## config.mk

```make
export PLATFORM = sky130hd
export DESIGN_NAME = ps2_device_tx
export DESIGN_NICKNAME = d
export VERILOG_FILES = /design/src/rtl/ps2_device_tx.sv
export SDC_FILE = /design/constraint.sdc
export NUM_CORES = 1
export LEC_CHECK = 0
export CAP_MARGIN = 20
export CORE_UTILIZATION = 35
export CTS_BUF_LIST = sky130_fd_sc_hd__clkbuf_4
export CTS_CLUSTER_DIAMETER = 200
export DETAILED_ROUTE_END_ITERATION = 12
export GPL_ROUTABILITY_DRIVEN = 0
export PLACE_DENSITY = 0.49
export RECOVER_POWER = 100
export SYNTH_ARGS = -nofsm -noshare
export SYNTH_HDL_FRONTEND = slang
export SYNTH_SLANG_ARGS = --single-unit
```

## constraint.sdc

```tcl
create_clock -name CLK -period 2.9 [get_ports CLK]
set_input_delay 0.58 -clock CLK [delete_from_list [all_inputs] [get_ports CLK]]
set_output_delay 0.58 -clock CLK [all_outputs]
set_load 0.05 [all_outputs]
```

## src/rtl/ps2_device_tx.sv

```systemverilog
// PS/2 device-side transmitter: sends 11-bit frames (start, 8 data LSB first, odd parity, stop)
// and drives both lines itself. Define PS2_TX_BREAK_EN to prefix a 0xF0 break frame when tx_release is set.
module ps2_device_tx #(
  parameter int HALF_CYC = 2000,
  parameter int GAP_CYC  = 4000
) (
  input  logic       CLK,
  input  logic       RST,
  input  logic [7:0] tx_data,
  input  logic       tx_valid,
  output logic       tx_ready,
  input  logic       tx_release,
  output logic       ps2_clk_o,
  output logic       ps2_data_o,
  output logic       busy,
  output logic       done
);

  localparam int HW = $clog2(HALF_CYC);
  localparam int GW = $clog2(GAP_CYC + 1);
  // Data is loaded one cycle early so it is on the line from the mid-point count onward.
  localparam logic [HW-1:0] HALF_MID  = HW'(HALF_CYC / 2 - 1);
  localparam logic [HW-1:0] HALF_LAST = HW'(HALF_CYC - 1);
  localparam logic [GW-1:0] GAP_LAST  = GW'(GAP_CYC - 1);

  typedef enum logic [1:0] {IDLE, HIGH, LOW, GAP} state_t;

  state_t        state;
  logic [HW-1:0] half_cnt;
  logic [GW-1:0] gap_cnt;
  logic [10:0]   frame;
  logic [3:0]    bit_idx;

`ifdef PS2_TX_BREAK_EN
  logic       pend;
  logic [7:0] pend_data;
`else
  logic unused_release;
  assign unused_release = tx_release;
`endif

  function automatic logic odd_parity(input logic [7:0] b);
    return ~^b;
  endfunction

  function automatic logic [10:0] make_frame(input logic [7:0] b);
    return {1'b1, odd_parity(b), b, 1'b0};
  endfunction

  // Frame sequencer with registered line and handshake outputs.
  always_ff @(posedge CLK) begin
    if (RST) begin
      state      <= IDLE;
      half_cnt   <= '0;
      gap_cnt    <= '0;
      frame      <= '1;
      bit_idx    <= 4'd0;
      ps2_clk_o  <= 1'b1;
      ps2_data_o <= 1'b1;
      tx_ready   <= 1'b1;
      busy       <= 1'b0;
      done       <= 1'b0;
`ifdef PS2_TX_BREAK_EN
      pend       <= 1'b0;
      pend_data  <= 8'h00;
`endif
    end else begin
      done <= 1'b0;
      case (state)
        IDLE: begin
          if (tx_valid && tx_ready) begin
            state    <= HIGH;
            half_cnt <= '0;
            bit_idx  <= 4'd0;
            tx_ready <= 1'b0;
            busy     <= 1'b1;
`ifdef PS2_TX_BREAK_EN
            if (tx_release) begin
              frame     <= make_frame(8'hF0);
              pend      <= 1'b1;
              pend_data <= tx_data;
            end else begin
              frame     <= make_frame(tx_data);
              pend      <= 1'b0;
            end
`else
            frame    <= make_frame(tx_data);
`endif
          end
        end
        HIGH: begin
          if (half_cnt == HALF_MID) begin
            ps2_data_o <= frame[0];
          end
          if (half_cnt == HALF_LAST) begin
            state     <= LOW;
            half_cnt  <= '0;
            ps2_clk_o <= 1'b0;
          end else begin
            half_cnt  <= half_cnt + HW'(1);
          end
        end
        LOW: begin
          if (half_cnt == HALF_LAST) begin
            ps2_clk_o <= 1'b1;
            half_cnt  <= '0;
            if (bit_idx == 4'd10) begin
              state      <= GAP;
              gap_cnt    <= '0;
              done       <= 1'b1;
              ps2_data_o <= 1'b1;
            end else begin
              state   <= HIGH;
              bit_idx <= bit_idx + 4'd1;
              frame   <= {1'b1, frame[10:1]};
            end
          end else begin
            half_cnt <= half_cnt + HW'(1);
          end
        end
        GAP: begin
          if (gap_cnt == GAP_LAST) begin
            gap_cnt <= '0;
`ifdef PS2_TX_BREAK_EN
            // The held byte follows the break frame without reopening the handshake.
            if (pend) begin
              state    <= HIGH;
              half_cnt <= '0;
              bit_idx  <= 4'd0;
              frame    <= make_frame(pend_data);
              pend     <= 1'b0;
            end else begin
              state    <= IDLE;
              tx_ready <= 1'b1;
              busy     <= 1'b0;
            end
`else
            state    <= IDLE;
            tx_ready <= 1'b1;
            busy     <= 1'b0;
`endif
          end else begin
            gap_cnt <= gap_cnt + GW'(1);
          end
        end
        default: begin
          state      <= IDLE;
          ps2_clk_o  <= 1'b1;
          ps2_data_o <= 1'b1;
          tx_ready   <= 1'b1;
          busy       <= 1'b0;
        end
      endcase
    end
  end

endmodule

```

=== Word-level counts from Yosys, hierarchy flattened ===
Cells that the tools add are included.

* Output and inout port bits: 5
* Bits in registers: 45
* Input port bits: 12

* Bitwise gates (word level): 2
* Reduce and logical (&&, ||, !) cells: 17
* Add/sub/neg operators: 3
* Multiplexer cells: 35
* Equality and inequality tests: 14

{| class="wikitable"
|+ Operators with widths
! kind !! count
|-
| 2-to-1 mux 11 bit || 5
|-
| one-hot mux 11 bit (2 select lines) || 2
|-
| 2-to-1 mux 12 bit || 3
|-
| one-hot mux 12 bit (2 select lines) || 1
|-
| inequality test 2 bit (second input constant) || 7
|-
| adder 12 x 1 -> 12 bit (second input constant) || 1
|-
| equality test 12 bit (second input constant) || 1
|-
| 2-to-1 mux 4 bit || 3
|-
| AND reduction 4 bit || 3
|-
| adder 11 x 1 -> 11 bit (second input constant) || 1
|-
| equality test 11 x 10 -> 1 bit (second input constant) || 1
|-
| equality test 11 bit (second input constant) || 1
|-
| 2-to-1 mux 1 bit || 10
|-
| 2-to-1 mux 2 bit || 5
|-
| nonzero test 2 bit || 5
|-
| AND reduction 3 bit || 3
|-
| one-hot mux 1 bit (2 select lines) || 4
|-
| one-hot mux 2 bit (4 select lines) || 1
|-
| one-hot mux 4 bit (2 select lines) || 1
|-
| XNOR reduction 8 bit || 1
|-
| adder 4 x 1 -> 4 bit (second input constant) || 1
|-
| equality test 2 bit (second input constant) || 2
|-
| equality test 4 bit (second input constant) || 1
|-
| OR reduction 3 bit || 1
|-
| other kinds (6) || 7
|}

=== Longest topological paths before layout ===
Gate-level depths: netlist of the first run.

* Depth after elaboration: 4
* Depth in mapped cells: 8
* Depth with buffers taken out: 6

=== Least setup slack after synthesis of the first run ===
No wires, ideal clock.

* Path type: flip-flop to flip-flop
* From: register tx_ready
* To: register half_cnt[7]
* Arrival: 1.820 ns
* Path buffers: 0
* Period minus slack after synthesis: 1.894 ns
* Path slack: 1.006 ns
* Cell stages (with the launch flop): 4
* Path through: dfxtp_1 a21boi_1 or4b_2 a31oi_1

* Word-level cells in the longest chain between the ends: 3

{| class="wikitable"
|+ Ends and longest elaborated chain
! what !! RTL line !! text
|-
| from (decl) || 11 || <nowiki>output logic tx_ready,</nowiki>
|-
| from (signal assigned) || 60 || <nowiki>tx_ready <= 1'b1;</nowiki>
|-
| from (signal assigned) || 75 || <nowiki>tx_ready <= 1'b0;</nowiki>
|-
| from (signal assigned) || 139 || <nowiki>tx_ready <= 1'b1;</nowiki>
|-
| logical AND 1 bit || 71 || <nowiki>if (tx_valid && tx_ready) begin</nowiki>
|-
| inequality test 2 bit (no line) || - ||
|-
| AND reduction 2 bit (no line) || - ||
|-
| to (signal assigned) || 100 || <nowiki>half_cnt <= half_cnt + HW'(1);</nowiki>
|-
| to (signal assigned) || 118 || <nowiki>half_cnt <= half_cnt + HW'(1);</nowiki>
|-
| to (decl) || 29 || <nowiki>logic [HW-1:0] half_cnt;</nowiki>
|}

Every way passes these cells.
A chain may end at the register's enable or synchronous reset.

=== Worst setup path in the final report of the first run ===
* From: register state[0]
* To: register bit_idx[1]

* Word-level cells in the longest chain between the ends: 3
* Elaborated cells between the ends (all ways): 8
* Those cells by class: eq/ne (4); mux (1); reduce/logical (3)

{| class="wikitable"
|+ Ends and longest elaborated chain
! what !! RTL line !! text
|-
| from (decl) || 28 || <nowiki>state_t state;</nowiki>
|-
| from (signal assigned) || 53 || <nowiki>state <= IDLE;</nowiki>
|-
| from (signal assigned) || 72 || <nowiki>state <= HIGH;</nowiki>
|-
| from (signal assigned) || 96 || <nowiki>state <= LOW;</nowiki>
|-
| equality test 2 bit / logical NOT 2 bit (equally long branches) || 69 || <nowiki>case (state)</nowiki>
|-
| inequality test 2 bit (no line) / nonzero test 2 bit (equally long branches) || - ||
|-
| AND reduction 4 bit (no line) || - ||
|-
| to (signal assigned) || 114 || <nowiki>bit_idx <= bit_idx + 4'd1;</nowiki>
|-
| to (decl) || 32 || <nowiki>logic [3:0] bit_idx;</nowiki>
|}

Several ways; a longest one is shown, not always the timed one.

==> qor.yml, run 1 <==
cp_top_family: "compound AO/OA/AOI/OAI gates"
tns_ps: 0
grt_overflow: 0
crit_slowest_cell: "a21boi_0"
yosysMostFrequentCell: "dfxtp_1"
root_buffer: "clkbuf_4"
dp_cells: 403
synth_area_leaders: "dfxtp_1, nor2_1, ha_1"
synthDistinctLibCells: 66
tightest_slew_ps: 1200
dieArea_um2: 7870
rsz0062_at_grt: "false"
synth_top_area_share_pct: 33.5
path_buf_inv: 1
drt_wl_total_um: 6410
ys_seq_area_share_pct: 33.5
final_cells: 411
hold_viol_final: 0
grt_usage_pct: 18.0
synth_area_um2: 2630
dr_wl_met2_um: 2860
synthCells: 303
htree_levels: 2
cts_made_buffers: 5
io_pins: 17
max_freq_mhz: 403
path_cells: "inv_1 > ha_1 > a21boi_0 > a21oi_1 > o32ai_1"
core_um2: 7250
slew_viol_final: 0
multiInputGateArea_um2: 1610
cts.path.max_buffers: 2
clock-sinks: 44
yosysTopAreaCell: "dfxtp_1"
slowest_delay_ps: 990
ys_async_sr_fraction_pct: 0
holdBufCountCts: 0
avgSynthCellArea_um2: 8.68
cp.required_ps: 3190
initial_core_util_pct: 36.3
cp.arrival_ps: 2770
synthFlopType: "dfxtp_1"
wl_per_cell_um: 15.6
grt_antenna_before_repair: 0
fin_skew_ps: 15.8
nNetsFinal: 331
synth-edff-count: 0
synth_nets: 323
port_buffers: 15
ys_top_cells_by_count: "dfxtp_1, nor2_1, nand2_1, nand3_1, clkbuf_1"
insertedDiodeCount: 0
max_slew_margin_pct: 19.4
fin_crit_ps: 2480
insertion_delay_ps: 370
powerDensity_nw_per_um2: 628
hold_path_class: "reg2reg"
yosysWarnings: 0
setup_viol: 0
drt_drc_violations_left: 0
grt_pass1_wl_um: 10900
clk_pin_slew_worst_paths_ps: 150
syn_to_final_growth_pct: 10.6
maxCapViolations: 0
worstPathMaxFanout: 11
dp_hpwl_um: 4460
synth-seq-cells: 44
vias_per_cell: 5.62
vias: 2308
top_layer: "met4"
grt_max_degree: 33
critPathKind: "reg2reg"
grt_pass1_vias: 2160
p_leak_uw: 0.000932
worstSetupStartpointType: "flip-flop"
die_width_um: 88.7
drt.antenna.violating_nets: 0
cts_setup_buffers: 0
drive_above_1_share_pct: 8.65
wl_met3_um: 220
cts_resized: 0
regArea_um2: 881
drtIter0Drc: 129
outcome: "completed"
num-fill-cells: 772
fin_crit_sh_pct: 85.5
dr.pass1.iters: 4
crit_path_end_kind: "flip-flop"
fp-row-count: 31
peakVddDrop_mv: 0.277
m1WireLength_um: 3280
die_y_um: 88.7
tritoncts: "yes"
metal layers:
metal	track usage, %	vias to the layer above
met3	3.82	4
li1	-	1163
met5	0	-
met1	24.1	1093
met2	29.1	48
met4	5.57	0
cell families after synthesis:
family                     Yosys count  share of synthesized area (%)
AOI/OAI and AO/OA                   73                           21.8
xor gates and xnor gates            14                           4.66
adders and majority gates            8                           3.80
buffers and inverters               29                           4.61
DFF                                 44                           33.5
muxes                               10                           3.85
and+or+nand+nor                    125                           27.8
final timing paths:
kind / cells after the start / to / start / slack, ps
setup / recovery: 5 / bit_idx[1] / state[0] / 420
hold / removal: 2 / frame[0] / frame[0] / 490
setup reg to reg: 5 / bit_idx[1] / state[0] / 420
hold reg to reg: 2 / frame[0] / frame[0] / 490
flip-flops by register name (all words and copies together), names as in the netlist:
name,flops
gap_cnt,12
half_cnt,11
frame,10
bit_idx,4
state,2
busy,1
done,1
ps2_clk_o,1
ps2_data_o,1
tx_ready,1
report_power, final:
part | leakage, uW | switching, uW | internal, uW
sequential | 0.000358 | 58.2 | 686
combinational | 0.000533 | 415 | 266
clock | 0.0000412 | 224 | 180
area by class of cell:
cell class,instances,share of cell area [%]
multi-input cells,230,55.4
inverters,11,1.42
clock inverters,3,1.46
repair buffers,19,5.89
well taps,99,4.26
clock buffers,5,1.29
flip-flops and latches,44,30.3
worst reg2reg max path, stage by stage (launching register included):
cell and delay, ps:
dfxtp_1 390, inv_1 100, ha_1 380, a21boi_0 990
a21oi_1 250, o32ai_1 290
metrics by stage:
step / power [uW] / hold WS, ps / utilization, % / setup slack (ps) / area, um2
final: 1830 / 489 / 40.1 / 421 / 2910
after global routing: 1960 / 526 / 40.1 / 182 / 2910
after CTS: 1860 / 497 / 40.4 / 524 / 2930
after detailed placement: 1460 / 467 / 39.3 / 544 / 2850
after global placement: 1460 / 470 / 39.3 / 524 / 2850
after floorplan: 1260 / 446 / - / 1010 / 2630
cells in the final DEF (no fill, tap or decap), types with 3 or more instances in the layout:
| master | n |
|---|---|
| o22ai_1 | 6 |
| xnor2_1 | 11 |
| clkbuf_4 | 5 |
| a21oi_1 | 6 |
| buf_4 | 3 |
| a211oi_1 | 10 |
| nand4_1 | 9 |
| nand2b_1 | 5 |
| dlygate4sd3_1 | 5 |
| o32ai_1 | 3 |
| a31oi_1 | 4 |
| nor3_1 | 6 |
| nand3_1 | 13 |
| ha_1 | 8 |
| inv_1 | 11 |
| nor2b_1 | 10 |
| o211ai_1 | 5 |
| xor2_1 | 3 |
| nor4_1 | 9 |
| and4_1 | 4 |
| nand2_1 | 20 |
| mux2i_1 | 9 |
| o21ai_0 | 7 |
| nor2_1 | 28 |
| o31ai_1 | 3 |
| clkdlybuf4s50_1 | 9 |
| o41ai_1 | 4 |
| dfxtp_1 | 44 |
| a32o_1 | 5 |
| or4b_2 | 4 |
Note: power is estimated with default switching activity, not from simulation.
==> run 2: changes to the inputs <==
--- a/config.mk
+++ b/config.mk
@@ -6,6 +6,7 @@
 export NUM_CORES = 1
 export LEC_CHECK = 0
 export CAP_MARGIN = 20
+export CORE_ASPECT_RATIO = 1.4
 export CORE_UTILIZATION = 35
 export CTS_BUF_LIST = sky130_fd_sc_hd__clkbuf_4
 export CTS_CLUSTER_DIAMETER = 200
==> run 2 against run 1 <==
Sequential cell count stayed put. Final area is 0.21% lower. Maximum frequency hardly changed. Sequential share of layout area is 0.065 points higher. Register-to-register slack hardly changed. Non-clock buffer count is 1 higher. Global-route usage is 0.42 points lower. Clock-buffer cell count is 1 higher. Worst setup slack worse by 1.4 ps. Power is 0.31% lower. Critical path type unchanged. Largest power group unchanged.
==> qor.yml, run 2 (same netlist as run 1, synthesis figures left out) <==
dr_wl_met2_um: 3090
grt_max_degree: 32
crit_cells: 5
core_um2: 7310
tns_ps: 0
vias: 2313
grt_pass1_wl_um: 10900
final_cell_area_um2: 2900
tightest_slew_ps: 1230
hold_path_class: "reg2reg"
max_freq_mhz: 403
regArea_um2: 881
fin_skew_ps: 14.7
root_buffer: "clkbuf_4"
drtIter0Drc: 112
rsz0062_at_grt: "false"
final_common_cell: "dfxtp_1"
drive_above_1_share_pct: 8.63
cts_made_buffers: 5
hold_viol_final: 0
cts.path.max_buffers: 2
initial_core_util_pct: 36.0
m1WireLength_um: 3110
slew_viol_final: 0
maxCapViolations: 0
whs_path_depth: 2
worstSetupStartpointType: "flip-flop"
syn_to_final_growth_pct: 10.4
port_buffers: 15
worstRegToRegCells: 5
holdBufCountCts: 0
drt_drc_violations_left: 0
grt_pass1_vias: 2164
dr.pass1.iters: 4
max_flop_register: "gap_cnt"
clk_pin_slew_worst_paths_ps: 140
p_leak_uw: 0.000938
path_buf_inv: 0
holdWs_ps: 481
crit_slowest_cell: "or4_1"
die_width_um: 75.3
nNetsFinal: 332
max_slew_margin_pct: 17.2
largest_register_ffs: 12
critPathKind: "reg2reg"
placed_area_um2: 2860
io_pins: 17
wl_per_cell_um: 15.6
powerDensity_nw_per_um2: 628
cp.required_ps: 3210
cp.arrival_ps: 2790
vias_per_cell: 5.64
peakVddDrop_mv: 0.257
fin_crit_ps: 2480
dieArea_um2: 7870
fp-row-count: 37
htree_levels: 2
grt_antenna_before_repair: 0
reg_top3: "gap_cnt (12), half_cnt (11), frame (10)"
multiInputGateArea_um2: 1610
cts_resized: 0
grt_overflow: 0
drt_wl_total_um: 6420
path_cells: "ha_1 > nand3_1 > or4_1 > a21oi_1 > a32o_1"
wl_met3_um: 152
worstPathMaxFanout: 13
insertion_delay_ps: 360
clock-sinks: 44
outcome: "completed"
setup_viol: 0
cp_top_family: "simple AND/OR/NAND/NOR gates"
die_y_um: 105
fin_crit_sh_pct: 85.5
slowest_delay_ps: 730
crit_path_end_kind: "flip-flop"
drt.antenna.violating_nets: 0
top_layer: "met4"
num-fill-cells: 809
tritoncts: "yes"
insertedDiodeCount: 0
cts_setup_buffers: 0
grt_usage_pct: 17.6
final_cell_mix: "dfxtp_1, nor2_1, nand2_1"
dp_hpwl_um: 4440
run 2: path summary, 6_finish.rpt:
kind / from / endpoint / slack, ps
hold / removal: busy / busy / 480
setup reg to reg: half_cnt[0] / gap_cnt[5] / 420
hold reg to reg: busy / busy / 480
setup / recovery: half_cnt[0] / gap_cnt[5] / 420
run 2: metrics by stage:
stage               power, uW  setup slack (ps)  util [%]  cells
detailed placement       1450               529      39.0    402
finish                   1820               420      39.7    410
global placement         1460               569      39.0    402
CTS                      1860               601      40.1    410
floorplan                1260              1010         -    303
global route             1950               223      39.7    410
run 2: power breakdown:
part           switching (uW)  total [uW]  internal [uW]  leakage, uW
logic                     412         679            267     0.000535
clock network             213         403            190    0.0000456
registers                54.6         741            686     0.000358
run 2: layout make-up:
cell class,instances,share of cell area [%]
repair buffers,20,6.03
clock buffers,6,1.55
flip-flops and latches,44,30.3
multi-input cells,230,55.3
inverters,11,1.42
well taps,97,4.18
clock inverters,2,1.21
run 2: metal layers:
metal	GRT usage [%]	vias up
li1	-	1161
met1	24.7	1120
met2	27.3	28
met3	2.89	4
met4	5.16	0
met5	0	-
run 2: worst reg2reg max path, cell delays in order, from the launching register on:
cell	delay, ps
dfxtp_1	400
ha_1	230
nand3_1	390
or4_1	740
a21oi_1	490
a32o_1	190
